**src/rtl/sdram_frame_reader.sv**
```systemverilog
`default_nettype none
// ============================================================================
//  Module   : sdram_frame_reader
//  Purpose  : Display-side SDRAM reader. Streams one frame from the latched
//             bank as fixed-length read bursts into the VGA line FIFO.
//  Revision : 1.0  initial release
// ============================================================================
module sdram_frame_reader #(
    parameter int H_PIXELS   = 640,
    parameter int V_LINES    = 480,
    parameter int BURST_LEN  = 8,
    parameter int FIFO_DEPTH = 512,
    parameter int ADDR_W     = 22,
    parameter int DATA_W     = 16
) (
    input  logic              clk,
    input  logic              rst_133,
    input  logic              frame_start,
    input  logic [1:0]        vga_bank,
    output logic              vga_rise,
    output logic              rd_req,
    output logic [ADDR_W+1:0] rd_addr,
    input  logic              rd_ack,
    input  logic              rd_valid,
    input  logic [DATA_W-1:0] rd_data,
    input  logic [9:0]        fifo_usedw,
    input  logic              fifo_full,
    output logic              fifo_wr_en,
    output logic [DATA_W-1:0] fifo_wr_data,
    output logic              frame_overrun,
    output logic              fifo_err
);

    localparam int unsigned c_FRAME_WORDS = H_PIXELS * V_LINES;
    localparam int unsigned c_SPACE_LIMIT = FIFO_DEPTH - BURST_LEN;
    localparam int          c_BEAT_W      = (BURST_LEN > 1) ? $clog2(BURST_LEN) : 1;

    localparam logic [c_BEAT_W-1:0] c_BEAT_LAST  = c_BEAT_W'(BURST_LEN - 1);
    localparam logic [ADDR_W-1:0]   c_BURST_STEP = ADDR_W'(BURST_LEN);
    localparam logic [ADDR_W-1:0]   c_LAST_ADDR  = ADDR_W'(c_FRAME_WORDS - BURST_LEN);

    localparam logic [2:0] c_ST_IDLE       = 3'd0;
    localparam logic [2:0] c_ST_WAIT_SPACE = 3'd1;
    localparam logic [2:0] c_ST_REQ        = 3'd2;
    localparam logic [2:0] c_ST_DATA       = 3'd3;
    localparam logic [2:0] c_ST_DONE       = 3'd4;

    logic [2:0]          r_state;
    logic [1:0]          r_bank_lat;
    logic [ADDR_W-1:0]   r_word_addr;
    logic [c_BEAT_W-1:0] r_beat_cnt;
    logic                r_vga_rise;
    logic                r_rd_req;
    logic [ADDR_W+1:0]   r_rd_addr;
    logic                r_fifo_wr_en;
    logic [DATA_W-1:0]   r_fifo_wr_data;
    logic                r_frame_overrun;
    logic                r_fifo_err;
    logic                w_space_ok;

    assign w_space_ok = (32'(fifo_usedw) <= c_SPACE_LIMIT);

    always_ff @(posedge clk) begin
        if (rst_133) begin
            r_state         <= c_ST_IDLE;
            r_bank_lat      <= '0;
            r_word_addr     <= '0;
            r_beat_cnt      <= '0;
            r_vga_rise      <= 1'b0;
            r_rd_req        <= 1'b0;
            r_rd_addr       <= '0;
            r_fifo_wr_en    <= 1'b0;
            r_fifo_wr_data  <= '0;
            r_frame_overrun <= 1'b0;
            r_fifo_err      <= 1'b0;
        end else begin
            r_fifo_wr_en    <= 1'b0;
            r_frame_overrun <= frame_start && (r_state != c_ST_IDLE);
            // The error reflects the strobe actually presented to a full FIFO
            if (r_fifo_wr_en && fifo_full)
                r_fifo_err <= 1'b1;

            case (r_state)
                c_ST_IDLE: begin
                    if (frame_start) begin
                        r_bank_lat  <= vga_bank;
                        r_word_addr <= '0;
                        r_vga_rise  <= 1'b1;
                        r_state     <= c_ST_WAIT_SPACE;
                    end
                end
                c_ST_WAIT_SPACE: begin
                    if (w_space_ok) begin
                        r_rd_req  <= 1'b1;
                        r_rd_addr <= {r_bank_lat, r_word_addr};
                        r_state   <= c_ST_REQ;
                    end
                end
                c_ST_REQ: begin
                    if (rd_ack) begin
                        r_rd_req   <= 1'b0;
                        r_beat_cnt <= '0;
                        r_state    <= c_ST_DATA;
                    end
                end
                c_ST_DATA: begin
                    if (rd_valid) begin
                        r_fifo_wr_en   <= 1'b1;
                        r_fifo_wr_data <= rd_data;
                        r_beat_cnt     <= r_beat_cnt + 1'b1;
                        if (r_beat_cnt == c_BEAT_LAST) begin
                            r_word_addr <= r_word_addr + c_BURST_STEP;
                            r_state     <= (r_word_addr == c_LAST_ADDR) ? c_ST_DONE
                                                                        : c_ST_WAIT_SPACE;
                        end
                    end
                end
                c_ST_DONE: begin
                    r_vga_rise <= 1'b0;
                    r_state    <= c_ST_IDLE;
                end
                default: begin
                    r_vga_rise <= 1'b0;
                    r_rd_req   <= 1'b0;
                    r_state    <= c_ST_IDLE;
                end
            endcase
        end
    end

    assign vga_rise      = r_vga_rise;
    assign rd_req        = r_rd_req;
    assign rd_addr       = r_rd_addr;
    assign fifo_wr_en    = r_fifo_wr_en;
    assign fifo_wr_data  = r_fifo_wr_data;
    assign frame_overrun = r_frame_overrun;
    assign fifo_err      = r_fifo_err;

endmodule
`default_nettype wire
```
**config.mk**
```make
export PLATFORM = sky130hd
export DESIGN_NAME = sdram_frame_reader
export DESIGN_NICKNAME = d
export VERILOG_FILES = /design/src/rtl/sdram_frame_reader.sv
export SDC_FILE = /design/constraint.sdc
export NUM_CORES = 1
export LEC_CHECK = 0
export BUFFER_PORTS_ARGS = -buffer_cell sky130_fd_sc_hd__buf_4
export CAP_MARGIN = 40
export CORE_MARGIN = 2
export CORE_UTILIZATION = 30
export CTS_BUF_LIST = sky130_fd_sc_hd__clkbuf_4
export DETAILED_ROUTE_END_ITERATION = 8
export PLACE_DENSITY = 0.59
export SLEW_MARGIN = 10
export SYNTH_ARGS = -nofsm -noshare
export SYNTH_HDL_FRONTEND = slang
export SYNTH_SLANG_ARGS = --single-unit
```
**constraint.sdc**
```tcl
create_clock -name clk -period 3.7 [get_ports clk]
set_clock_uncertainty 0.1 [all_clocks]
set_input_delay 0.37 -clock clk [delete_from_list [all_inputs] [get_ports clk]]
set_output_delay 0.37 -clock clk [all_outputs]
set_load 0.02 [all_outputs]
```
==> results of run 1 <==
power by group through the flow:
stage	logic (µW)	clock network (µW)	registers (µW)
2_1_floorplan	114	0	796
3_3_place_gp	157	0	796
3_5_place_dp	157	0	797
4_1_cts	158	568	780
5_1_grt	172	595	784
6_report	157	550	780
state kept, by name (all words and copies together), names as in the netlist, 2 cells and up:
signal / flops
rd_addr: 21
r_word_addr: 19
fifo_wr_data: 16
r_beat_cnt: 3
r_state: 3
r_bank_lat: 2
worst register-to-register path: cells and delay by family, from the launching register on:
kind | cells | cell delay, ps
simple gates | 4 | 1610
flops | 1 | 470
cell usage in the layout (no fill, tap or decap), drive strengths merged, types with 4 or more instances in the layout:
cell and n:
or4 11, dfxtp 69, o31ai 8, nor2 36, nand3 11, or3 5
o21ai 7, nand4 4, nand2 45, nand2b 7, mux2i 24, clkbuf 10
and4 5, a21oi 35, buf 76
synth_stat cells (4+ instances only):
| library cell | n | area share (%) |
|---|---|---|
| o21ai_0 | 5 | 0.84 |
| or4_1 | 11 | 2.8 |
| nand4_1 | 4 | 0.84 |
| buf_6 | 7 | 2.6 |
| dfxtp_1 | 69 | 46 |
| buf_2 | 5 | 0.84 |
| clkbuf_1 | 7 | 0.88 |
| mux2i_1 | 24 | 8.1 |
| nand3_1 | 10 | 1.7 |
| and4_1 | 4 | 1.2 |
| nor2_1 | 36 | 4.5 |
| or3_1 | 5 | 1.1 |
| nand2b_1 | 7 | 1.5 |
| nand2_1 | 45 | 5.7 |
| o31ai_1 | 8 | 2.0 |
| a21oi_1 | 35 | 5.9 |
per-layer routing:
metal | track usage [%] | vias up
li1 | - | 1296
met1 | 18.79 | 1181
met2 | 19.73 | 63
met3 | 2.391 | 10
met4 | 6.081 | 0
met5 | 0 | -
area by class of cell:
| cell class | count | area share [%] |
|---|---|---|
| Clock buffer | 10 | 2.015 |
| Clock inverter | 6 | 2.351 |
| Inverter | 3 | 0.3022 |
| Multi-Input combinational cell | 236 | 38.48 |
| Sequential cell | 69 | 37.07 |
| Tap cell | 133 | 4.466 |
| Timing Repair Buffer | 76 | 15.31 |
logic make-up (layout without fill, tap and decap cells):
logic type	count (synthesis)	after routing	synth area share, %
other	1	3	0.1260
adder cells (fa/ha/maj)	3	3	1.262
flip-flops	69	69	46.43
multiplexers	25	25	8.452
XOR/XNOR	4	4	1.178
AO/OA/AOI/OAI	61	61	12.62
AND/OR/NAND/NOR	140	140	24.31
buffers and inverters	26	95	5.635
worst paths after layout:
check             startpoint         endpoint  cells past startpoint
min reg2reg  fifo_wr_data[6]  fifo_wr_data[6]                      2
max               r_state[0]   r_word_addr[9]                      4
min                fifo_full         fifo_err                      3
max reg2reg       r_state[0]   r_word_addr[9]                      4
metrics by stage:
| stage | instances | hold slack, ps |
|---|---|---|
| 6_report | 533 | 75.57 |
| 5_1_grt | 533 | 82.77 |
| 4_1_cts | 533 | 55.20 |
| 3_5_place_dp | 517 | 347.4 |
| 3_3_place_gp | 517 | 342.8 |
| 2_1_floorplan | 331 | 349.6 |
==> metrics.cfg, run 1 <==
[clocking]
clockBufferDepth = 2
path_clk_slew_ps = 120
tritoncts = yes
cts_setup_buffers = 0
numCtsBuffers = 9
cts-resized-gates = 0
clk_latency_ps = 410
h-tree-depth = 3
hold_buffers = 0
clock_sinks = 69
cts_root_buf = clkbuf_4

[drt]
totalWireLength_um = 6989
antenna_left = 0
wire_per_inst_um = 13.11
first_iter_violations = 176
via_per_inst = 4.784
wl_met2_um = 3258
top_layer = met4
wl_met1_um = 3258
drc = 0
wl_met3_um = 346
vias = 2550
drt_pass1_iterations = 5

[layout]
multi_input_area_um2 = 1434
drive_above_1_share_pct = 25.25
postLayoutCellArea_um2 = 3726
nFillCells = 1000
final_nets = 432
n_antenna_cell = 0
syn2layout_area_growth_pct = 25.23
final_core_util_pct = 38.48
seqCellArea_um2 = 1381

[pwr]
pwr-share-clk_pct = 37.0
seqPwrFrac_pct = 52.5
power.switching_uw = 375.2
intPower_uw = 1112
swShare_pct = 25.23
leakagePower_uw = 0.001542
combPwrFrac_pct = 10.5
vdd.ir_drop.worst_mv = 0.1611
power.density_nw_per_um2 = 399.1
total_power_uw = 1487

[outcome]
status = finished clean

[setup_path]
cp_top_family = simple AND/OR/NAND/NOR gates
timing.setup.critical_path_class = flop to flop
start_kind = flop
endpoint_kind = flop
crit_chain = nor4b_2 > or2_1 > or4_1 > nand2_1
crit_path_top_delay_cell = nor4b_2
path_max_fanout = 19
cp.required_ps = 3900
critical_path_buf_inv_count = 0
critPathMaxStageDelay_ps = 700
rrSetupSlack_ps = 1410
cp.arrival_ps = 2490

[grt]
grt_usage_pct = 13.30
grt_overflow = 0
grt_max_degree = 52
grt_pass1_wl_um = 11900
grt_pass1_vias = 2372
antenna_found_initial = 0

[placed_design]
placed_cell_area_um2 = 3563
place_ws_ps = 1443
hpwl_um = 4820
numPortBuffers = 75
routabilityCongestion = 0.7409

[sta]
setup_viol = 0
period_share_pct = 61.79
max_freq_mhz = 437.4
period_needed_ps = 2286
fin_ws_ps = 1414
maxSlewViolCount = 0
rsz0062_at_grt = no
finalHoldViolCount = 0
worst_pin_slew_ps = 690.4
final.setup.tns_ps = 0
slew_headroom_pct = 53.85

[logic_synthesis]
ys_warn_count = 0
dominantRegCellSynth = dfxtp_1
synth-edff-count = 0
synth_seq_cells = 69
ys_seq_area_share_pct = 46.43
synthCells = 329
syn_avg_cell_area_um2 = 9.044
synth.distinct_cells = 46
syn_area_um2 = 2975
synthArstFlopShare_pct = 0

[job]
maxCapViolCount = 0

[floorplanning]
dieArea_um2 = 10730
coreArea_um2 = 9684
io_pins = 79
rows = 36
start_util_pct = 30.72
fp.dieH_um = 103.6
die_w_um = 103.6

[hold_path]
hp-class = input port to flop

No activity file was read; power rests on OpenSTA's default activity.
==> run 2: changes to the inputs <==
Settings changed: PLACE_DENSITY 0.59 to 0.61.
Clock period 3.7 ns to 2 ns, I/O delays scaled along.
==> run 2 against run 1 <==
Register-to-register slack got worse by 1300 ps; worst hold slack better by 42 ps; combinational power grew 140%; die area unchanged; flip-flop and latch count stayed put; worst setup slack worse by 1300 ps; core utilization increased by 4.1 points; fmax increased by 18%; largest power group unchanged.
==> metrics.cfg, run 2 (same netlist as run 1, synthesis figures left out) <==
[floorplanning]
rows = 36
fp.dieH_um = 103.6
dieArea_um2 = 10730
start_util_pct = 30.72
die_w_um = 103.6
io_pins = 79
coreArea_um2 = 9684

[pwr]
vdd.ir_drop.worst_mv = 0.3058
power.density_nw_per_um2 = 680.6
total_power_uw = 2804
leakagePower_uw = 0.001735

[layout]
final_cell_mix = buf_4 (94), dfxtp_1 (67), nand2_1 (45)
postLayoutCellArea_um2 = 4120
final_common_cell = buf_4
nFillCells = 946
largest_register_ffs = 21
drive_above_1_share_pct = 28.12
final_nets = 473
n_antenna_cell = 0
syn2layout_area_growth_pct = 38.48
final_cell_count_no_fill = 574

[drt]
via_per_inst = 4.685
vias = 2689
antenna_left = 0
drt_pass1_iterations = 5
drc = 0
first_iter_violations = 117
wire_per_inst_um = 12.95
totalWireLength_um = 7431

[setup_path]
r2r_end = r_word_addr[8]
timing.setup.critical_path_class = flop to flop
cp.arrival_ps = 2190
rrSetupSlack_ps = 70
endpoint_kind = flop
crit_path_start = r_beat_cnt[0]
worst-r2r-cell-count = 7
cp.required_ps = 2260
start_kind = flop
crit_chain = ha_1 > ha_2 > and4_4 > o21ai_4 > buf_4 > or4_1 > nand2_1
regToRegStartpoint = r_beat_cnt[0]
path_max_fanout = 11
crit_path_top_delay_cell = or4_1
critPathMaxStageDelay_ps = 460

[sta]
period_needed_ps = 1931
period_share_pct = 96.57
setup_viol = 0
maxSlewViolCount = 0
max_freq_mhz = 517.7
rsz0062_at_grt = no
finalHoldViolCount = 0

[hold_path]
hp-class = input port to flop
min_to = r_beat_cnt[0]
hp-start = rd_valid
hold_depth = 4

[placed_design]
placed_cell_area_um2 = 3689
placed_cells = 532
hpwl_um = 5007
routabilityCongestion = 0.7676
numPortBuffers = 75

[clocking]
cts_root_buf = clkbuf_4
tritoncts = yes
clock_sinks = 69
clk_latency_ps = 410
clockBufferDepth = 2
path_clk_slew_ps = 110
h-tree-depth = 3
numCtsBuffers = 9

[outcome]
status = finished clean

[grt]
antenna_found_initial = 0
grt_max_degree = 35
grt_pass1_vias = 2565
grt_overflow = 0
grt_usage_pct = 14.26
grt_pass1_wl_um = 12560

[job]
maxCapViolCount = 0

-- run 2: layout make-up --
type	count	area, µm²	share of cell area (%)
inverters	3	11.26	0.2733
clock buffers	9	67.56	1.640
well taps	133	166.4	4.039
clock inverters	7	90.09	2.186
multi-input cells	236	1455	35.32
repair buffers	117	945.9	22.96
flip-flops and latches	69	1384	33.59
-- run 2: stage by stage --
stage / hold WS (ps) / setup slack, ps / utilization (%) / setup TNS (ps)
2_1_floorplan: 229.2 / 188.2 / - / 0
3_3_place_gp: 330.6 / 9.413 / 38.09 / 0
3_5_place_dp: 344.8 / -8.860 / 38.09 / -8.860
4_1_cts: 92.42 / -47.75 / 41.99 / -183.2
5_1_grt: 93.17 / 3.167 / 42.55 / 0
6_report: 117.5 / 68.55 / 42.55 / 0
-- run 2: layer usage --
metal | global-route usage (%) | wire [µm] | up-vias
li1 | - | - | 1371
met1 | 18.74 | 3532 | 1247
met2 | 21.62 | 3444 | 60
met3 | 3.021 | 311 | 11
met4 | 8.301 | 142 | 0
met5 | 0 | 0 | -
-- run 2: worst max-delay path by stage --
stage / endpoint / slack (ps) / cells past startpoint
floorplan: r_word_addr[8] / 190 / 8
global placement: r_word_addr[5] / 9 / 7
detailed placement: r_word_addr[5] / -9 / 7
CTS: r_word_addr[5] / -50 / 7
global route: r_word_addr[19] / 3 / 6
finish: r_word_addr[8] / 70 / 7
-- run 2: repair_timing --
action | CTS | global route
buffers inserted | 0 | 4
hold endpoints to repair | 32 | 0
setup endpoints to repair | 6 | 13
hold buffers | 22 | 0
gates resized for setup | 0 | 8
pin swaps | 0 | 2
-- run 2: worst max-delay path: cells and delay by family (launching register included) --
family | cells | cell delay, ps
adders and majority gates | 2 | 340
and+or+nand+nor | 3 | 820
buffers and inverters | 1 | 160
AOI/OAI and AO/OA | 1 | 100
DFF | 1 | 360
-- run 2: where the power goes --
group          switching, µW  total (µW)  internal (µW)
Sequential              23.4        1430           1400
Combinational            189         382            193
Clock                    495         996            500
Total                    708        2800           2100
